`src/rtl/operand_fetch_if.sv`:
```
// Operand-fetch bus: decoded-instruction intake, register-file read,
// writeback retire and execute handoff, with status outputs.
interface operand_fetch_if #(
  parameter int XLEN = 32
);
  logic            i_valid;
  logic            o_ready;
  logic [4:0]      i_rs1_addr;
  logic [4:0]      i_rs2_addr;
  logic [4:0]      i_rd_addr;
  logic            i_rd_wen;
  logic [XLEN-1:0] i_imm;
  logic [XLEN-1:0] i_pc;
  logic [4:0]      o_rs1_raddr;
  logic [4:0]      o_rs2_raddr;
  logic [XLEN-1:0] i_rs1_rdata;
  logic [XLEN-1:0] i_rs2_rdata;
  logic            i_wb_valid;
  logic [4:0]      i_wb_addr;
  logic [XLEN-1:0] i_wb_data;
  logic            o_valid;
  logic            i_ready;
  logic [XLEN-1:0] o_rs1_data;
  logic [XLEN-1:0] o_rs2_data;
  logic [XLEN-1:0] o_imm;
  logic [XLEN-1:0] o_pc;
  logic [4:0]      o_rd_addr;
  logic            o_rd_wen;
  logic            o_stall;
  logic [31:0]     o_stall_cnt;

  modport slave (
    input  i_valid, i_rs1_addr, i_rs2_addr,
    input  i_rd_addr, i_rd_wen, i_imm, i_pc,
    input  i_rs1_rdata, i_rs2_rdata,
    input  i_wb_valid, i_wb_addr, i_wb_data,
    input  i_ready,
    output o_ready, o_rs1_raddr, o_rs2_raddr,
    output o_valid, o_rs1_data, o_rs2_data,
    output o_imm, o_pc, o_rd_addr, o_rd_wen,
    output o_stall, o_stall_cnt
  );

  modport master (
    output i_valid, i_rs1_addr, i_rs2_addr,
    output i_rd_addr, i_rd_wen, i_imm, i_pc,
    output i_rs1_rdata, i_rs2_rdata,
    output i_wb_valid, i_wb_addr, i_wb_data,
    output i_ready,
    input  o_ready, o_rs1_raddr, o_rs2_raddr,
    input  o_valid, o_rs1_data, o_rs2_data,
    input  o_imm, o_pc, o_rd_addr, o_rd_wen,
    input  o_stall, o_stall_cnt
  );
endinterface

```
`src/rtl/operand_fetch.sv`:
```
// Operand fetch stage with RAW scoreboard and registered execute handoff.
// Define OPERAND_FETCH_WB_BYPASS_EN to forward same-cycle writeback data.
module operand_fetch #(
  parameter int XLEN = 32
) (
  input  logic clk,
  input  logic rstn,
  operand_fetch_if.slave fb
);

  typedef enum logic {
    EMPTY = 1'b0,
    FULL  = 1'b1
  } state_e;

  state_e          state_q, state_d;
  logic [31:0]     busy_q, busy_d;
  logic [31:0]     cnt_q, cnt_d;
  logic [XLEN-1:0] rs1_q, rs1_d;
  logic [XLEN-1:0] rs2_q, rs2_d;
  logic [XLEN-1:0] imm_q, imm_d;
  logic [XLEN-1:0] pc_q, pc_d;
  logic [4:0]      rd_q, rd_d;
  logic            wen_q, wen_d;

  logic            byp1, byp2;
  logic            haz1, haz2, hazard;
  logic            ready, accept, stall;
  logic [XLEN-1:0] rs1_sel, rs2_sel;

`ifdef OPERAND_FETCH_WB_BYPASS_EN
  assign byp1 = fb.i_wb_valid
             && (fb.i_wb_addr != 5'd0)
             && (fb.i_wb_addr == fb.i_rs1_addr);
  assign byp2 = fb.i_wb_valid
             && (fb.i_wb_addr != 5'd0)
             && (fb.i_wb_addr == fb.i_rs2_addr);
`else
  assign byp1 = 1'b0;
  assign byp2 = 1'b0;
`endif

  assign rs1_sel = byp1 ? fb.i_wb_data
                        : fb.i_rs1_rdata;
  assign rs2_sel = byp2 ? fb.i_wb_data
                        : fb.i_rs2_rdata;

  assign haz1 = (fb.i_rs1_addr != 5'd0)
             && busy_q[fb.i_rs1_addr]
             && !byp1;
  assign haz2 = (fb.i_rs2_addr != 5'd0)
             && busy_q[fb.i_rs2_addr]
             && !byp2;
  assign hazard = haz1 || haz2;

  assign ready  = !hazard
               && ((state_q == EMPTY) || fb.i_ready);
  assign accept = fb.i_valid && ready;
  assign stall  = fb.i_valid && hazard;

  always_comb begin
    state_d = state_q;
    unique case (state_q)
      EMPTY: begin
        if (accept) state_d = FULL;
      end
      FULL: begin
        if (fb.i_ready && !accept) state_d = EMPTY;
      end
      default: state_d = EMPTY;
    endcase
  end

  always_comb begin
    rs1_d = rs1_q;
    rs2_d = rs2_q;
    imm_d = imm_q;
    pc_d  = pc_q;
    rd_d  = rd_q;
    wen_d = wen_q;
    if (accept) begin
      rs1_d = rs1_sel;
      rs2_d = rs2_sel;
      imm_d = fb.i_imm;
      pc_d  = fb.i_pc;
      rd_d  = fb.i_rd_addr;
      wen_d = fb.i_rd_wen;
    end
  end

  // Clear first so a coinciding set on the same index wins.
  always_comb begin
    busy_d = busy_q;
    if (fb.i_wb_valid && (fb.i_wb_addr != 5'd0))
      busy_d[fb.i_wb_addr] = 1'b0;
    if (accept && fb.i_rd_wen
        && (fb.i_rd_addr != 5'd0))
      busy_d[fb.i_rd_addr] = 1'b1;
    busy_d[0] = 1'b0;
  end

  always_comb begin
    cnt_d = cnt_q;
    if (stall && (cnt_q != 32'hFFFF_FFFF))
      cnt_d = cnt_q + 32'd1;
  end

  always_ff @(posedge clk or negedge rstn) begin
    if (!rstn) begin
      state_q <= EMPTY;
      busy_q  <= '0;
      cnt_q   <= '0;
      rs1_q   <= '0;
      rs2_q   <= '0;
      imm_q   <= '0;
      pc_q    <= '0;
      rd_q    <= '0;
      wen_q   <= 1'b0;
    end else begin
      state_q <= state_d;
      busy_q  <= busy_d;
      cnt_q   <= cnt_d;
      rs1_q   <= rs1_d;
      rs2_q   <= rs2_d;
      imm_q   <= imm_d;
      pc_q    <= pc_d;
      rd_q    <= rd_d;
      wen_q   <= wen_d;
    end
  end

  assign fb.o_rs1_raddr = fb.i_rs1_addr;
  assign fb.o_rs2_raddr = fb.i_rs2_addr;
  assign fb.o_ready     = ready;
  assign fb.o_stall     = stall;
  assign fb.o_stall_cnt = cnt_q;
  assign fb.o_valid     = (state_q == FULL);
  assign fb.o_rs1_data  = rs1_q;
  assign fb.o_rs2_data  = rs2_q;
  assign fb.o_imm       = imm_q;
  assign fb.o_pc        = pc_q;
  assign fb.o_rd_addr   = rd_q;
  assign fb.o_rd_wen    = wen_q;

endmodule

```
`src/flat_wrapper.sv`:
```
// flat-port wrapper written by rule: the top's interface ports become plain ports
module operand_fetch_flat 
#(
  parameter int XLEN = 32
)
  (clk, rstn, fb_i_valid, fb_i_rs1_addr, fb_i_rs2_addr, fb_i_rd_addr, fb_i_rd_wen, fb_i_imm, fb_i_pc, fb_i_rs1_rdata, fb_i_rs2_rdata, fb_i_wb_valid, fb_i_wb_addr, fb_i_wb_data, fb_i_ready, fb_o_ready, fb_o_rs1_raddr, fb_o_rs2_raddr, fb_o_valid, fb_o_rs1_data, fb_o_rs2_data, fb_o_imm, fb_o_pc, fb_o_rd_addr, fb_o_rd_wen, fb_o_stall, fb_o_stall_cnt);
  operand_fetch_if #(.XLEN(XLEN)) fb_i ();
  input  logic clk;
  input  logic rstn;
  input wire logic [$bits(fb_i.i_valid)-1:0] fb_i_valid;
  input wire logic [$bits(fb_i.i_rs1_addr)-1:0] fb_i_rs1_addr;
  input wire logic [$bits(fb_i.i_rs2_addr)-1:0] fb_i_rs2_addr;
  input wire logic [$bits(fb_i.i_rd_addr)-1:0] fb_i_rd_addr;
  input wire logic [$bits(fb_i.i_rd_wen)-1:0] fb_i_rd_wen;
  input wire logic [$bits(fb_i.i_imm)-1:0] fb_i_imm;
  input wire logic [$bits(fb_i.i_pc)-1:0] fb_i_pc;
  input wire logic [$bits(fb_i.i_rs1_rdata)-1:0] fb_i_rs1_rdata;
  input wire logic [$bits(fb_i.i_rs2_rdata)-1:0] fb_i_rs2_rdata;
  input wire logic [$bits(fb_i.i_wb_valid)-1:0] fb_i_wb_valid;
  input wire logic [$bits(fb_i.i_wb_addr)-1:0] fb_i_wb_addr;
  input wire logic [$bits(fb_i.i_wb_data)-1:0] fb_i_wb_data;
  input wire logic [$bits(fb_i.i_ready)-1:0] fb_i_ready;
  output wire logic [$bits(fb_i.o_ready)-1:0] fb_o_ready;
  output wire logic [$bits(fb_i.o_rs1_raddr)-1:0] fb_o_rs1_raddr;
  output wire logic [$bits(fb_i.o_rs2_raddr)-1:0] fb_o_rs2_raddr;
  output wire logic [$bits(fb_i.o_valid)-1:0] fb_o_valid;
  output wire logic [$bits(fb_i.o_rs1_data)-1:0] fb_o_rs1_data;
  output wire logic [$bits(fb_i.o_rs2_data)-1:0] fb_o_rs2_data;
  output wire logic [$bits(fb_i.o_imm)-1:0] fb_o_imm;
  output wire logic [$bits(fb_i.o_pc)-1:0] fb_o_pc;
  output wire logic [$bits(fb_i.o_rd_addr)-1:0] fb_o_rd_addr;
  output wire logic [$bits(fb_i.o_rd_wen)-1:0] fb_o_rd_wen;
  output wire logic [$bits(fb_i.o_stall)-1:0] fb_o_stall;
  output wire logic [$bits(fb_i.o_stall_cnt)-1:0] fb_o_stall_cnt;
  assign fb_i.i_valid = fb_i_valid;
  assign fb_i.i_rs1_addr = fb_i_rs1_addr;
  assign fb_i.i_rs2_addr = fb_i_rs2_addr;
  assign fb_i.i_rd_addr = fb_i_rd_addr;
  assign fb_i.i_rd_wen = fb_i_rd_wen;
  assign fb_i.i_imm = fb_i_imm;
  assign fb_i.i_pc = fb_i_pc;
  assign fb_i.i_rs1_rdata = fb_i_rs1_rdata;
  assign fb_i.i_rs2_rdata = fb_i_rs2_rdata;
  assign fb_i.i_wb_valid = fb_i_wb_valid;
  assign fb_i.i_wb_addr = fb_i_wb_addr;
  assign fb_i.i_wb_data = fb_i_wb_data;
  assign fb_i.i_ready = fb_i_ready;
  assign fb_o_ready = fb_i.o_ready;
  assign fb_o_rs1_raddr = fb_i.o_rs1_raddr;
  assign fb_o_rs2_raddr = fb_i.o_rs2_raddr;
  assign fb_o_valid = fb_i.o_valid;
  assign fb_o_rs1_data = fb_i.o_rs1_data;
  assign fb_o_rs2_data = fb_i.o_rs2_data;
  assign fb_o_imm = fb_i.o_imm;
  assign fb_o_pc = fb_i.o_pc;
  assign fb_o_rd_addr = fb_i.o_rd_addr;
  assign fb_o_rd_wen = fb_i.o_rd_wen;
  assign fb_o_stall = fb_i.o_stall;
  assign fb_o_stall_cnt = fb_i.o_stall_cnt;
  operand_fetch #(.XLEN(XLEN)) u_core (.clk(clk), .rstn(rstn), .fb(fb_i));
endmodule
```
`config.mk`:
```
export PLATFORM = sky130hd
export DESIGN_NAME = operand_fetch_flat
export DESIGN_NICKNAME = d
export VERILOG_FILES = /design/src/rtl/operand_fetch_if.sv /design/src/rtl/operand_fetch.sv /design/src/flat_wrapper.sv
export SDC_FILE = /design/constraint.sdc
export NUM_CORES = 1
export LEC_CHECK = 0
export BUFFER_PORTS_ARGS = -buffer_cell sky130_fd_sc_hd__clkbuf_2
export CAP_MARGIN = 20
export CORE_ASPECT_RATIO = 1.2
export CORE_UTILIZATION = 36
export CTS_BUF_LIST = sky130_fd_sc_hd__clkbuf_4 sky130_fd_sc_hd__clkbuf_8
export DETAILED_ROUTE_END_ITERATION = 8
export PLACE_DENSITY_LB_ADDON = 0.2
export SYNTH_ARGS = -nofsm -noshare
export SYNTH_HDL_FRONTEND = slang
export SYNTH_SLANG_ARGS = --single-unit
export TNS_END_PERCENT = 30
```
`constraint.sdc`:
```
create_clock -name clk -period 4.2 [get_ports clk]
set_input_delay 0.84 -clock clk [delete_from_list [all_inputs] [get_ports clk]]
set_output_delay 0.84 -clock clk [all_outputs]
set_load 0.02 [all_outputs]
```
Word level (Yosys, flattened, before mapping)
Cells that the tools add are included.
{ "totals": {"elab_cells": 54, "regBits": 198, "out_inout_bits": 179} }
{ "classes": {"mux": 13, "n_lt_le_gt_ge": 6, "reduce_logical": 20, "add_sub_neg": 1, "bitwise": 4, "eq_ne": 1} }
{ "op_table": {"columns": ["cell", "count"], "rows": [
  ["$mux 32", 2],
  ["$add 32x1->32 const B", 1],
  ["$and 32x32->32", 1],
  ["$ne 32x32->1 const B", 1],
  ["$not 32->32", 1],
  ["$or 32x32->32", 1],
  ["$lt 5x6->1 const B", 4],
  ["$reduce_bool 5->1", 4],
  ["$logic_and 1x1->1", 12],
  ["$bmux 1 s5", 2],
  ["$demux 1 s5", 2],
  ["$ge 5x1->1 const B", 2],
  ["$mux 1", 6],
  ["$logic_not 1->1", 2],
  ["$logic_or 1x1->1", 2],
  ["$pmux 1 s2", 1],
  ["$not 1->1", 1]
]} }

Longest topological paths before layout
Gate-level depths: netlist of run 1.
{ "depth": {"ltp_word": 11, "depth_mapped": 10} }

Worst setup path before layout of run 1
Ideal clock, no wire load.
{ "synth_timing": {"path_type": "input to output", "from": "input port fb_i_rs1_addr[0]", "to": "output port fb_o_ready", "stages": 7, "required_ns": 3.360, "t_arrival_ns": 2.676, "setup_slack_ns": 0.684, "cell_sequence": "buf_6 mux4_2 o211a_1 nor4_2 nand4_2 clkbuf_1 nor2b_1"} }
{ "synth_via": {"elab_chain_len": 6, "word_cells_on_any_way": 7, "classes_between": "mux (2); reduce/logical (5)"} }
{ "synth_rtl": {"columns": ["element", "line", "source"], "rows": [
  ["from (decl)", "flat_wrapper.sv:11", "input wire logic [$bits(fb_i.i_rs1_addr)-1:0] fb_i_rs1_addr;"],
  ["$bmux 1 s5", "operand_fetch.sv:49", "&& busy_q[fb.i_rs1_addr]"],
  ["$mux 1 (not written as such)", "operand_fetch.sv:49", null],
  ["$logic_and 1x1->1 *", "operand_fetch.sv:49", null],
  ["$logic_or 1x1->1 *", "operand_fetch.sv:54", "assign hazard = haz1 || haz2;"],
  ["$logic_not 1->1 *", "operand_fetch.sv:56", "assign ready = !hazard"],
  ["$logic_and 1x1->1 *", "operand_fetch.sv:57", "&& ((state_q == EMPTY) || fb.i_ready);"],
  ["to (decl)", "flat_wrapper.sv:23", "output wire logic [$bits(fb_i.o_ready)-1:0] fb_o_ready;"]
]} }
Mark *: on every way between the ends. The rest lies on a longest branch, timed or not. The select of a mux whose other input is x is not followed.

Final worst setup path of run 1
{ "layout_timing": {"from": "input port fb_i_rs1_addr[0]", "to": "output port fb_o_stall"} }
{ "layout_via": {"elab_chain_len": 5, "word_cells_on_any_way": 6, "classes_between": "mux (2); reduce/logical (4)"} }
{ "layout_rtl": {"columns": ["element", "line", "source"], "rows": [
  ["$bmux 1 s5", "operand_fetch.sv:49", null],
  ["$mux 1 (not written as such)", "operand_fetch.sv:49", null],
  ["$logic_and 1x1->1 *", "operand_fetch.sv:49", null],
  ["$logic_or 1x1->1 *", "operand_fetch.sv:54", null],
  ["$logic_and 1x1->1 *", "operand_fetch.sv:59", "assign stall = fb.i_valid && hazard;"],
  ["to (decl)", "flat_wrapper.sv:33", "output wire logic [$bits(fb_i.o_stall)-1:0] fb_o_stall;"]
]} }
Marks and branches as above.

==> summary.txt, run 1 <==
total congestion overflow = 0
outcome = finished clean
worst path arrival time = 3.01 ns
clk slew on worst S/H paths = 0.10 ns
hold-fix buffers at CTS = 0
top-count cell post-synth = dfrtp_1
total power = 5.805 mW
final setup fails = 0
cell row count = 61
Total GRT Usage = 18.21%
Final Hold Vio Count = 0
# diodes = 0
TritonCTS clock tree = done
initial core utilization = 37.14%
slew margin rel. = 51.92%
Post-CTS Setup Inserts = 0
port bufs = 332
clock buffer count from CTS = 17
Syn Inst Count = 648
initial antenna violation count = 0
# IOs = 365
final WL = 22350 um
R2R setup slack = 1.19 ns
pre-CTS WS = 0.2736 ns
Die X = 143.9 um
CTS resizes = 0
post-route setup TNS = 0 ns
Crit Path Category = input port to output port
Final Cycle Share = 91.74%
Setup Skew = 0.01687 ns
clock share of power = 22.9%
CP startpoint kind = input port
Final GP Congestion = 0.7642
post-synth top area cell = dfrtp_1
Post-synth ARST share = 100.0%
DP HPWL = 16220 um
core footprint = 23430 um^2
vias in the first global route = 6151
crit path cell chain = clkbuf_2 -> mux4_2 -> o211a_1 -> nor4_2 -> nand4_2 -> and2_1 -> clkbuf_2
max cap viols = 0
worst path required time = 3.36 ns
share of cells above drive strength 1 = 54.95%
Post-synth EDFFs = 0
sw power = 2.037 mW
CTS Buffer Depth = 2
Remaining DRCs = 0
die height = 172.3 um
final worst path period need = 3.853 ns
Least-Margin Pin Slew = 0.7212 ns
mapped cell area = 8702 um^2
Slowest Stage Delay on Critical Path = 0.55 ns
WL per Instance = 17.27 um
Antenna Nets Post-Route = 0
htree depth = 4
Yosys cell types = 43
synthesized area per cell = 13.43 um^2
die area = 24800 um^2
Reg2Reg Depth = 8
sw frac = 35.10%
Gate power share = 32.2%
Pwr per Cell Area = 523.5 nW/um^2
min-delay worst type = input port to async pin
Worst Setup End Kind = output port
synth warn = 0
Pins Over Slew Limit = 0
FF+latch count, synth = 198
crit-path max FO = 13
wire length of the first global-routing pass = 34110 um
most repeated library cell on the critical path = clkbuf_2
fraction of the yosys area taken by sequential cells = 56.94%
starting DRC count in detailed routing = 237
syn_nets = 835
Critical Path Slowest Stage Cell = mux4_2
Post-synth top flop = dfrtp_1
largest net degree at the start of global routing = 85
Achievable Freq = 259.5 MHz
Sinks on Clock Net = 198
via count = 6438
Pre-antenna DRT Iters = 5
Filler cells = 2231
CP bufs+invs = 2
vias per inst = 4.975
reg2reg end = u_core.fb.o_rd_addr[2]
kind of cell adding the most delay to the critical path = simple AND/OR/NAND/NOR gates
clk root buf = clkbuf_8
Area Overhead vs Synth = 27.42%
post-synth top area share = 56.94%
RSZ-0062 raised after global routing = false
Post-synth top cells = dfrtp_1 (198), mux2_2 (140), o21ai_0 (31), o31ai_1 (31), xnor2_1 (28)
Clock Latency Late Sink = 0.48 ns
Int Pwr = 3.767 mW
RR Startpoint = u_core.busy_q[27]
sequential group share of total power = 44.9%
nets@finish = 1153
post-route worst setup slack = 0.3470 ns
Lkg Pwr = 5.225 nW
VDD IR max = 296.8 uV
synth top area cells = dfrtp_1 (57%), mux2_2 (18%), xnor2_1 (2.8%), o31ai_1 (2.7%), mux4_2 (2.6%)
layout make-up:
class / count / area [um^2] / area share, %
clock inverters: 13 / 167.7 / 1.512
flip-flops and latches: 198 / 4955 / 44.69
repair buffers: 348 / 1853 / 16.71
clock buffers: 19 / 261.5 / 2.358
inverters: 3 / 11.26 / 0.1016
well taps: 315 / 394.1 / 3.555
multi-input cells: 398 / 3446 / 31.08
sequential cells by signal, summed over array words and instances (netlist names):
| signal | cells |
|---|---|
| u_core.fb.o_rd_wen | 1 |
| u_core.fb.o_imm | 32 |
| u_core.fb.o_rs2_data | 32 |
| u_core.fb.o_rd_addr | 5 |
| u_core.busy_q | 31 |
| u_core.fb.o_pc | 32 |
| u_core.fb.o_rs1_data | 32 |
| u_core.fb.o_valid | 1 |
| u_core.fb.o_stall_cnt | 32 |
per-layer routing:
layer | wire length, um | up-vias | track usage (%)
met4 | 371 | 0 | 6.753
met1 | 8842 | 3225 | 22.29
li1 | - | 3003 | -
met3 | 967 | 23 | 3.766
met2 | 12170 | 187 | 31.42
met5 | 0 | - | 0
cells in the final DEF (no fill, tap or decap), types with 3 or more instances in the layout:
cell type  synthesis  routed
and3_1            17      17
buf_12             0       5
buf_4             23      11
bufinv_16          0       3
clkbuf_2           0     331
clkbuf_8           0      20
clkinv_2           0       3
dfrtp_1          198     198
inv_1              3       3
inv_6              0       3
mux2_2           140     140
mux2i_1            8       8
mux4_2            10      10
nand2_1           16      16
nand3_1           18      18
nand3b_1          12      12
nand4_1           24      24
nor2_1            14      13
nor2b_1            6       6
nor3_1             4       4
nor3b_1            4       4
nor4_1             3       3
o21ai_0           31      31
o31ai_1           31      31
or3b_2             5       5
xnor2_1           28      28
xor2_1             3       3
stage by stage:
step / utilization [%] / cell area (um^2) / hold slack [ns] / std cells
floorplan: - / 8702 / 0.4831 / 648
global placement: 45.49 / 10660 / 0.4857 / 1262
global route: 47.32 / 11090 / 0.3838 / 1294
finish: 47.32 / 11090 / 0.3725 / 1294
CTS: 47.32 / 11090 / 0.3831 / 1294
detailed placement: 45.49 / 10660 / 0.4867 / 1262
logic make-up (layout without fill, tap and decap cells):
family / Yosys count / count (layout) / share of synthesized area, %
AO/OA/AOI/OAI: 71 / 71 / 5.277
XOR/XNOR: 31 / 31 / 3.120
adder cells (fa/ha/maj): 1 / 1 / 0.1438
buffers and inverters: 52 / 383 / 3.551
flip-flops: 198 / 198 / 56.94
multiplexers: 158 / 158 / 21.62
AND/OR/NAND/NOR: 137 / 137 / 9.346
power groups by stage:
stage          clock network (mW)  logic, mW  registers (mW)
5_1_grt                      1.46       2.00            2.67
3_5_place_dp                    0       1.90            2.65
6_report                     1.33       1.87            2.61
2_1_floorplan                   0      0.672            3.12
3_3_place_gp                    0       1.88            2.62
4_1_cts                      1.38       1.90            2.61
how the worst max path moves through the flow:
| stage | slack [ns] | to | startpoint | depth (start not counted) |
|---|---|---|---|---|
| finish | 0.35 | fb_o_stall | fb_i_rs1_addr[0] | 7 |
| global route | 0.18 | fb_o_stall | fb_i_rs1_addr[0] | 7 |
| CTS | 0.31 | fb_o_stall | fb_i_rs1_addr[0] | 7 |
| detailed placement | 0.27 | u_core.fb.o_imm[11] | fb_i_rs1_addr[0] | 8 |
| global placement | 0.25 | u_core.fb.o_imm[27] | fb_i_rs1_addr[0] | 8 |
| floorplan | 0.68 | fb_o_ready | fb_i_rs1_addr[0] | 7 |
No activity file was read; power rests on OpenSTA's default activity.
==> run 2, diff against run 1 <==
--- a/config.mk
+++ b/config.mk
@@ -12,6 +12,7 @@
 export CTS_BUF_LIST = sky130_fd_sc_hd__clkbuf_4 sky130_fd_sc_hd__clkbuf_8
 export DETAILED_ROUTE_END_ITERATION = 8
 export PLACE_DENSITY_LB_ADDON = 0.2
+export REMOVE_ABC_BUFFERS = 1
 export SYNTH_ARGS = -nofsm -noshare
 export SYNTH_HDL_FRONTEND = slang
 export SYNTH_SLANG_ARGS = --single-unit
==> run 2 against run 1 <==
Net effect:
- count of clock-buffer cells in the layout rose by 3
- routed wire length increased by 1.6%
- worst hold slack gained 0.12 ns
- critical path depth is the same
- non-clock buffer count is 2 lower
- fmax rose by 2.8%
- power down 1.3%
- sequential cell count unchanged
- design area fell by 0.56%
- sequential share of layout area grew 0.25 points
- critical path type unchanged
- highest routed layer unchanged
==> summary.txt, run 2 (same netlist as run 1, synthesis figures left out) <==
outcome = finished clean
total power = 5.731 mW (-1.3%)
Remaining DRCs = 0 (unchanged)
clk slew on worst S/H paths = 0.10 ns (about the same)
core footprint = 23430 um^2 (unchanged)
die area = 24800 um^2 (unchanged)
Filler cells = 2255 (+1.1%)
initial core utilization = 37.14% (unchanged)
Reg area = 4955 um^2 (unchanged)
Worst Setup End Kind = output port
initial antenna violation count = 0 (unchanged)
Least-Margin Pin Slew = 0.9788 ns (+0.2576 ns)
Lkg Pwr = 5.188 nW (-0.70%)
starting DRC count in detailed routing = 217 (-8.4%)
Total GRT Usage = 19.02% (+0.80 points)
slew margin rel. = 34.75% (-17 points)
Pre-antenna DRT Iters = 5 (unchanged)
CP startpoint kind = input port
port bufs = 332 (unchanged)
clock buffer count from CTS = 17 (unchanged)
Multi-input gate area = 3446 um^2 (unchanged)
Setup Skew = 0.01594 ns (-0.0009269 ns)
Post-CTS Setup Inserts = 0 (unchanged)
Final Hold Vio Count = 0 (unchanged)
Achievable Freq = 266.7 MHz (+2.8%)
DP HPWL = 16580 um (+2.2%)
final setup fails = 0 (unchanged)
total congestion overflow = 0 (unchanged)
CTS Buffer Depth = 2 (unchanged)
# IOs = 365 (unchanged)
nets@finish = 1151 (-0.17%)
final WL = 22700 um (+1.6%)
via count = 6412 (-0.40%)
vias per inst = 4.963 (-0.25%)
clk root buf = clkbuf_8
Area Overhead vs Synth = 26.70%
Clock Latency Late Sink = 0.47 ns (about the same)
min-delay worst type = input port to async pin
worst path required time = 3.36 ns (about the same)
worst path arrival time = 2.91 ns (-0.10 ns)
Crit Path Category = input port to output port
final worst path period need = 3.749 ns (-0.1040 ns)
share of cells above drive strength 1 = 54.86% (-0.092 points)
largest net degree at the start of global routing = 117 (+38%)
crit-path max FO = 10 (-3)
Pwr per Cell Area = 519.8 nW/um^2 (-0.71%)
RR Startpoint = u_core.busy_q[27]
CTS resizes = 0 (unchanged)
max cap viols = 0 (unchanged)
wire length of the first global-routing pass = 35670 um (+4.6%)
Sinks on Clock Net = 198 (unchanged)
die height = 172.3 um (unchanged)
Final Cycle Share = 89.26% (-2.5 points)
most common cell after layout, fill and taps aside = clkbuf_2
VDD IR max = 272.3 uV (-8.3%)
htree depth = 4 (unchanged)
Pins Over Slew Limit = 0 (unchanged)
hold-fix buffers at CTS = 0 (unchanged)
WL per Instance = 17.57 um (+1.7%)
final core utilization = 47.06% (-0.27 points)
TritonCTS clock tree = done
Die X = 143.9 um (unchanged)
commonest non-fill, non-tap cells in the layout = clkbuf_2 (331), dfrtp_1 (198), mux2_2 (140)
RSZ-0062 raised after global routing = false
vias in the first global route = 6548 (+6.5%)
CP startpoint = fb_i_rs1_addr[0]
Final GP Congestion = 0.8214 (+7.5%)
cell row count = 61 (unchanged)
Antenna Nets Post-Route = 0 (unchanged)
# diodes = 0 (unchanged)
## run 2: cell types whose count changed in the layout (fill, tap and decap cells not counted)
cell        previous run  this run
clkinvlp_4             1         3
inv_8                  1         0
buf_12                 5         3
clkbuf_4               0         3
clkinv_4               2         3
inv_6                  3         1
bufinv_16              3         2
clkinv_2               3         1
## run 2: area by class of cell
cell class,instances,area share [%]
multi-input cells,398,31.25
clock inverters,10,1.112
clock buffers,22,2.576
repair buffers,346,16.44
flip-flops and latches,198,44.94
inverters,3,0.1021
well taps,315,3.575
## run 2: critical path, cell delays in order
cell      delay (ns)
clkbuf_2        0.30
mux4_2          0.54
o211a_1         0.23
nor4_2          0.28
nand4_2         0.29
and2_1          0.27
clkbuf_2        0.15
## run 2: power breakdown
part	total, mW	internal (mW)	switching [mW]
logic	1.86	0.774	1.09
clock network	1.26	0.584	0.672
registers	2.61	2.35	0.261
total	5.73	3.71	2.02
## run 2: stage by stage
stage | std cells | setup WS (ns) | hold slack (ns) | setup TNS [ns] | cell area, um^2
floorplan | 599 | -4.452 | 0.4831 | -569.85 | 8404
global route | 1292 | 0.2323 | 0.5239 | 0 | 11030
finish | 1292 | 0.4510 | 0.4953 | 0 | 11030
detailed placement | 1260 | 0.4028 | 0.4858 | 0 | 10620
CTS | 1292 | 0.3978 | 0.5010 | 0 | 11030
global placement | 1260 | 0.4071 | 0.4823 | 0 | 10620
## run 2: path summary, 6_finish.rpt
kind / end / slack [ns] / depth (start not counted)
max in group asynchronous: u_core.fb.o_imm[5] / 2.81 / 2
worst max register to register: u_core.fb.o_imm[13] / 1.39 / 8
worst min-delay path: u_core.fb.o_imm[21] / 0.50 / 1
worst max-delay path: fb_o_stall / 0.45 / 7
min in group clk: u_core.fb.o_stall_cnt[14] / 0.50 / 1
worst min register to register: u_core.fb.o_stall_cnt[14] / 0.50 / 1
## run 2: metal layers
layer	GRT usage [%]	vias up	share of wire, %
li1	-	2993	-
met1	23.23	3194	42
met2	31.67	199	50
met3	5.483	26	6.1
met4	7.031	0	1.9
met5	0	-	0
==> run 3, diff against run 2 <==
--- a/config.mk
+++ b/config.mk
@@ -6,9 +6,8 @@
 export NUM_CORES = 1
 export LEC_CHECK = 0
 export BUFFER_PORTS_ARGS = -buffer_cell sky130_fd_sc_hd__clkbuf_2
-export CAP_MARGIN = 20
-export CORE_ASPECT_RATIO = 1.2
-export CORE_UTILIZATION = 36
+export CAP_MARGIN = 5
+export CORE_UTILIZATION = 45
 export CTS_BUF_LIST = sky130_fd_sc_hd__clkbuf_4 sky130_fd_sc_hd__clkbuf_8
 export DETAILED_ROUTE_END_ITERATION = 8
 export PLACE_DENSITY_LB_ADDON = 0.2
==> run 3 against run 2 <==
Net effect:
- cell count down 4.8%
- count of clock-buffer cells in the layout shrank 5
- clock skew up 0.0064 ns
- design area is 0.93% lower
- sequential power about the same
- non-clock buffer count fell by 7
- sequential cell count did not move
- utilization increased by 11 points
- register-to-register slack got worse by 0.07 ns
- die area decreased by 20%
- global-route usage grew 3.6 points
==> summary.txt, run 3 (same netlist as run 1, synthesis figures left out) <==
kind of cell adding the most delay to the critical path = simple AND/OR/NAND/NOR gates
sw frac = 36.05% (+0.81 points)
htree depth = 4 (unchanged)
min-delay worst type = input port to async pin
final worst path period need = 3.745 ns (-0.003747 ns)
clock share of power = 22.4% (+0.5 points)
Total GRT Usage = 22.62% (+3.6 points)
max cap viols = 0 (unchanged)
wire length of the first global-routing pass = 34890 um (-2.2%)
Reg2Reg Depth = 7 (-1)
Setup Skew = 0.02237 ns (+0.006421 ns)
cell row count = 50 (-18%)
die area = 19900 um^2 (-20%)
R2R setup slack = 1.32 ns (-0.07 ns)
Final Hold Vio Count = 0 (unchanged)
final core utilization = 58.01% (+11 points)
die height = 141.1 um (-18%)
Achievable Freq = 267.0 MHz (+0.10%)
worst path arrival time = 2.91 ns (about the same)
Slowest Stage Delay on Critical Path = 0.55 ns (about the same)
RR Startpoint = u_core.fb.o_stall_cnt[0]
Clock Latency Late Sink = 0.47 ns (about the same)
final WL = 21700 um (-4.4%)
Final Cycle Share = 89.17% (about the same)
share of cells above drive strength 1 = 54.54% (-0.33 points)
crit path cell chain = clkbuf_2 -> mux4_2 -> o211a_1 -> nor4_2 -> nand4_2 -> and2_1 -> clkbuf_2
Worst Setup End Kind = output port
clock buffer count from CTS = 17 (unchanged)
Int Pwr = 3.674 mW (-1.0%)
clk root buf = clkbuf_8
Pre-antenna DRT Iters = 5 (unchanged)
Area Overhead vs Synth = 25.52%
total number of cells along the worst setup path = 7 (unchanged)
largest net degree at the start of global routing = 113 (-3.4%)
Worst Setup EP = fb_o_stall
DP HPWL = 15820 um (-4.6%)
# diodes = 0 (unchanged)
Pins Over Slew Limit = 0 (unchanged)
outcome = finished clean
pre-CTS WS = 0.4274 ns (+0.02458 ns)
reg2reg end = u_core.fb.o_stall_cnt[1]
final setup fails = 0 (unchanged)
initial antenna violation count = 0 (unchanged)
Crit Path Category = input port to output port
Remaining DRCs = 0 (unchanged)
crit-path max FO = 13 (+3)
starting DRC count in detailed routing = 320 (+47%)
VDD IR max = 284.2 uV (+4.4%)
CP bufs+invs = 2 (unchanged)
Lkg Pwr = 5.165 nW (-0.45%)
total congestion overflow = 0 (unchanged)
Least-Margin Pin Slew = 0.9142 ns (-0.06458 ns)
# IOs = 365 (unchanged)
CP startpoint kind = input port
TritonCTS clock tree = done
most common cell after layout, fill and taps aside = clkbuf_2
post-route worst setup slack = 0.4548 ns (+0.003747 ns)
worst path required time = 3.36 ns (about the same)
sw power = 2.071 mW (+2.5%)
initial core utilization = 46.21% (+9.1 points)
vias in the first global route = 6499 (-0.75%)
core footprint = 18830 um^2 (-20%)
nets@finish = 1144 (-0.61%)
hold-fix buffers at CTS = 0 (unchanged)
via count = 6511 (+1.5%)
commonest non-fill, non-tap cells in the layout = clkbuf_2 (331), dfrtp_1 (198), mux2_2 (140)
Antenna Nets Post-Route = 0 (unchanged)
CTS Buffer Depth = 2 (unchanged)
clk slew on worst S/H paths = 0.11 ns (about the same)
RSZ-0062 raised after global routing = false
Sinks on Clock Net = 198 (unchanged)
port bufs = 332 (unchanged)
sequential group share of total power = 45.4% (-0.2 points)
Pwr per Cell Area = 525.9 nW/um^2 (+1.2%)
Die X = 141.1 um (-2.0%)
Gate power share = 32.2% (-0.3 points)
most repeated library cell on the critical path = clkbuf_2
WL per Instance = 17.65 um (+0.45%)
CP startpoint = fb_i_rs1_addr[0]
Final GP Congestion = 0.7900 (-3.8%)
Post-CTS Setup Inserts = 0 (unchanged)
CTS resizes = 0 (unchanged)
Critical Path Slowest Stage Cell = mux4_2
slew margin rel. = 39.05% (+4.3 points)
vias per inst = 5.293 (+6.7%)
[run 3: area by class of cell]
cell class / instances / area, um^2
sequential: 198 / 4955
timing repair buffer: 339 / 1760
fill: 1575 / 7908
multi-input combinational: 398 / 3446
inverter: 3 / 11.26
tap: 260 / 325.3
clock inverter: 15 / 191.4
clock buffer: 17 / 234.0
[run 3: power by group through the flow]
stage | sequential [mW] | clock [mW] | combinational (mW)
4_1_cts | 2.61 | 1.33 | 1.87
2_1_floorplan | 3.12 | 0 | 0.660
3_5_place_dp | 2.65 | 0 | 1.87
6_report | 2.61 | 1.29 | 1.85
3_3_place_gp | 2.63 | 0 | 1.86
5_1_grt | 2.68 | 1.40 | 1.99
[run 3: worst min-delay path by stage]
| stage | startpoint | end | slack [ns] | cells after the start |
|---|---|---|---|---|
| 6_report | rstn | u_core.busy_q[1] | 0.45 | 1 |
| 5_1_grt | rstn | u_core.busy_q[1] | 0.52 | 1 |
| 4_1_cts | u_core.fb.o_stall_cnt[17] | u_core.fb.o_stall_cnt[17] | 0.51 | 1 |
| 3_5_place_dp | u_core.fb.o_stall_cnt[17] | u_core.fb.o_stall_cnt[17] | 0.49 | 1 |
| 3_3_place_gp | u_core.fb.o_stall_cnt[17] | u_core.fb.o_stall_cnt[17] | 0.48 | 1 |
| 2_1_floorplan | u_core.busy_q[26] | u_core.busy_q[26] | 0.48 | 2 |
[run 3: per-stage QoR]
step                std cells  TNS, ns  total power [mW]  hold slack (ns)  area [um^2]
floorplan                 599  -569.85             3.783           0.4831         8404
global placement         1198        0             4.483           0.4772        10500
detailed placement       1198        0             4.521           0.4862        10500
CTS                      1230        0             5.816           0.5080        10920
global route             1230        0             6.060           0.5213        10920
finish                   1230        0             5.744           0.4531        10920
[run 3: routing by layer]
metal	share of wire, %	vias up	track usage, %
met2	47	284	36.29
met5	0	-	0
met1	41	3200	28.13
li1	-	2997	-
met4	2.1	0	8.581
met3	9.5	30	7.880
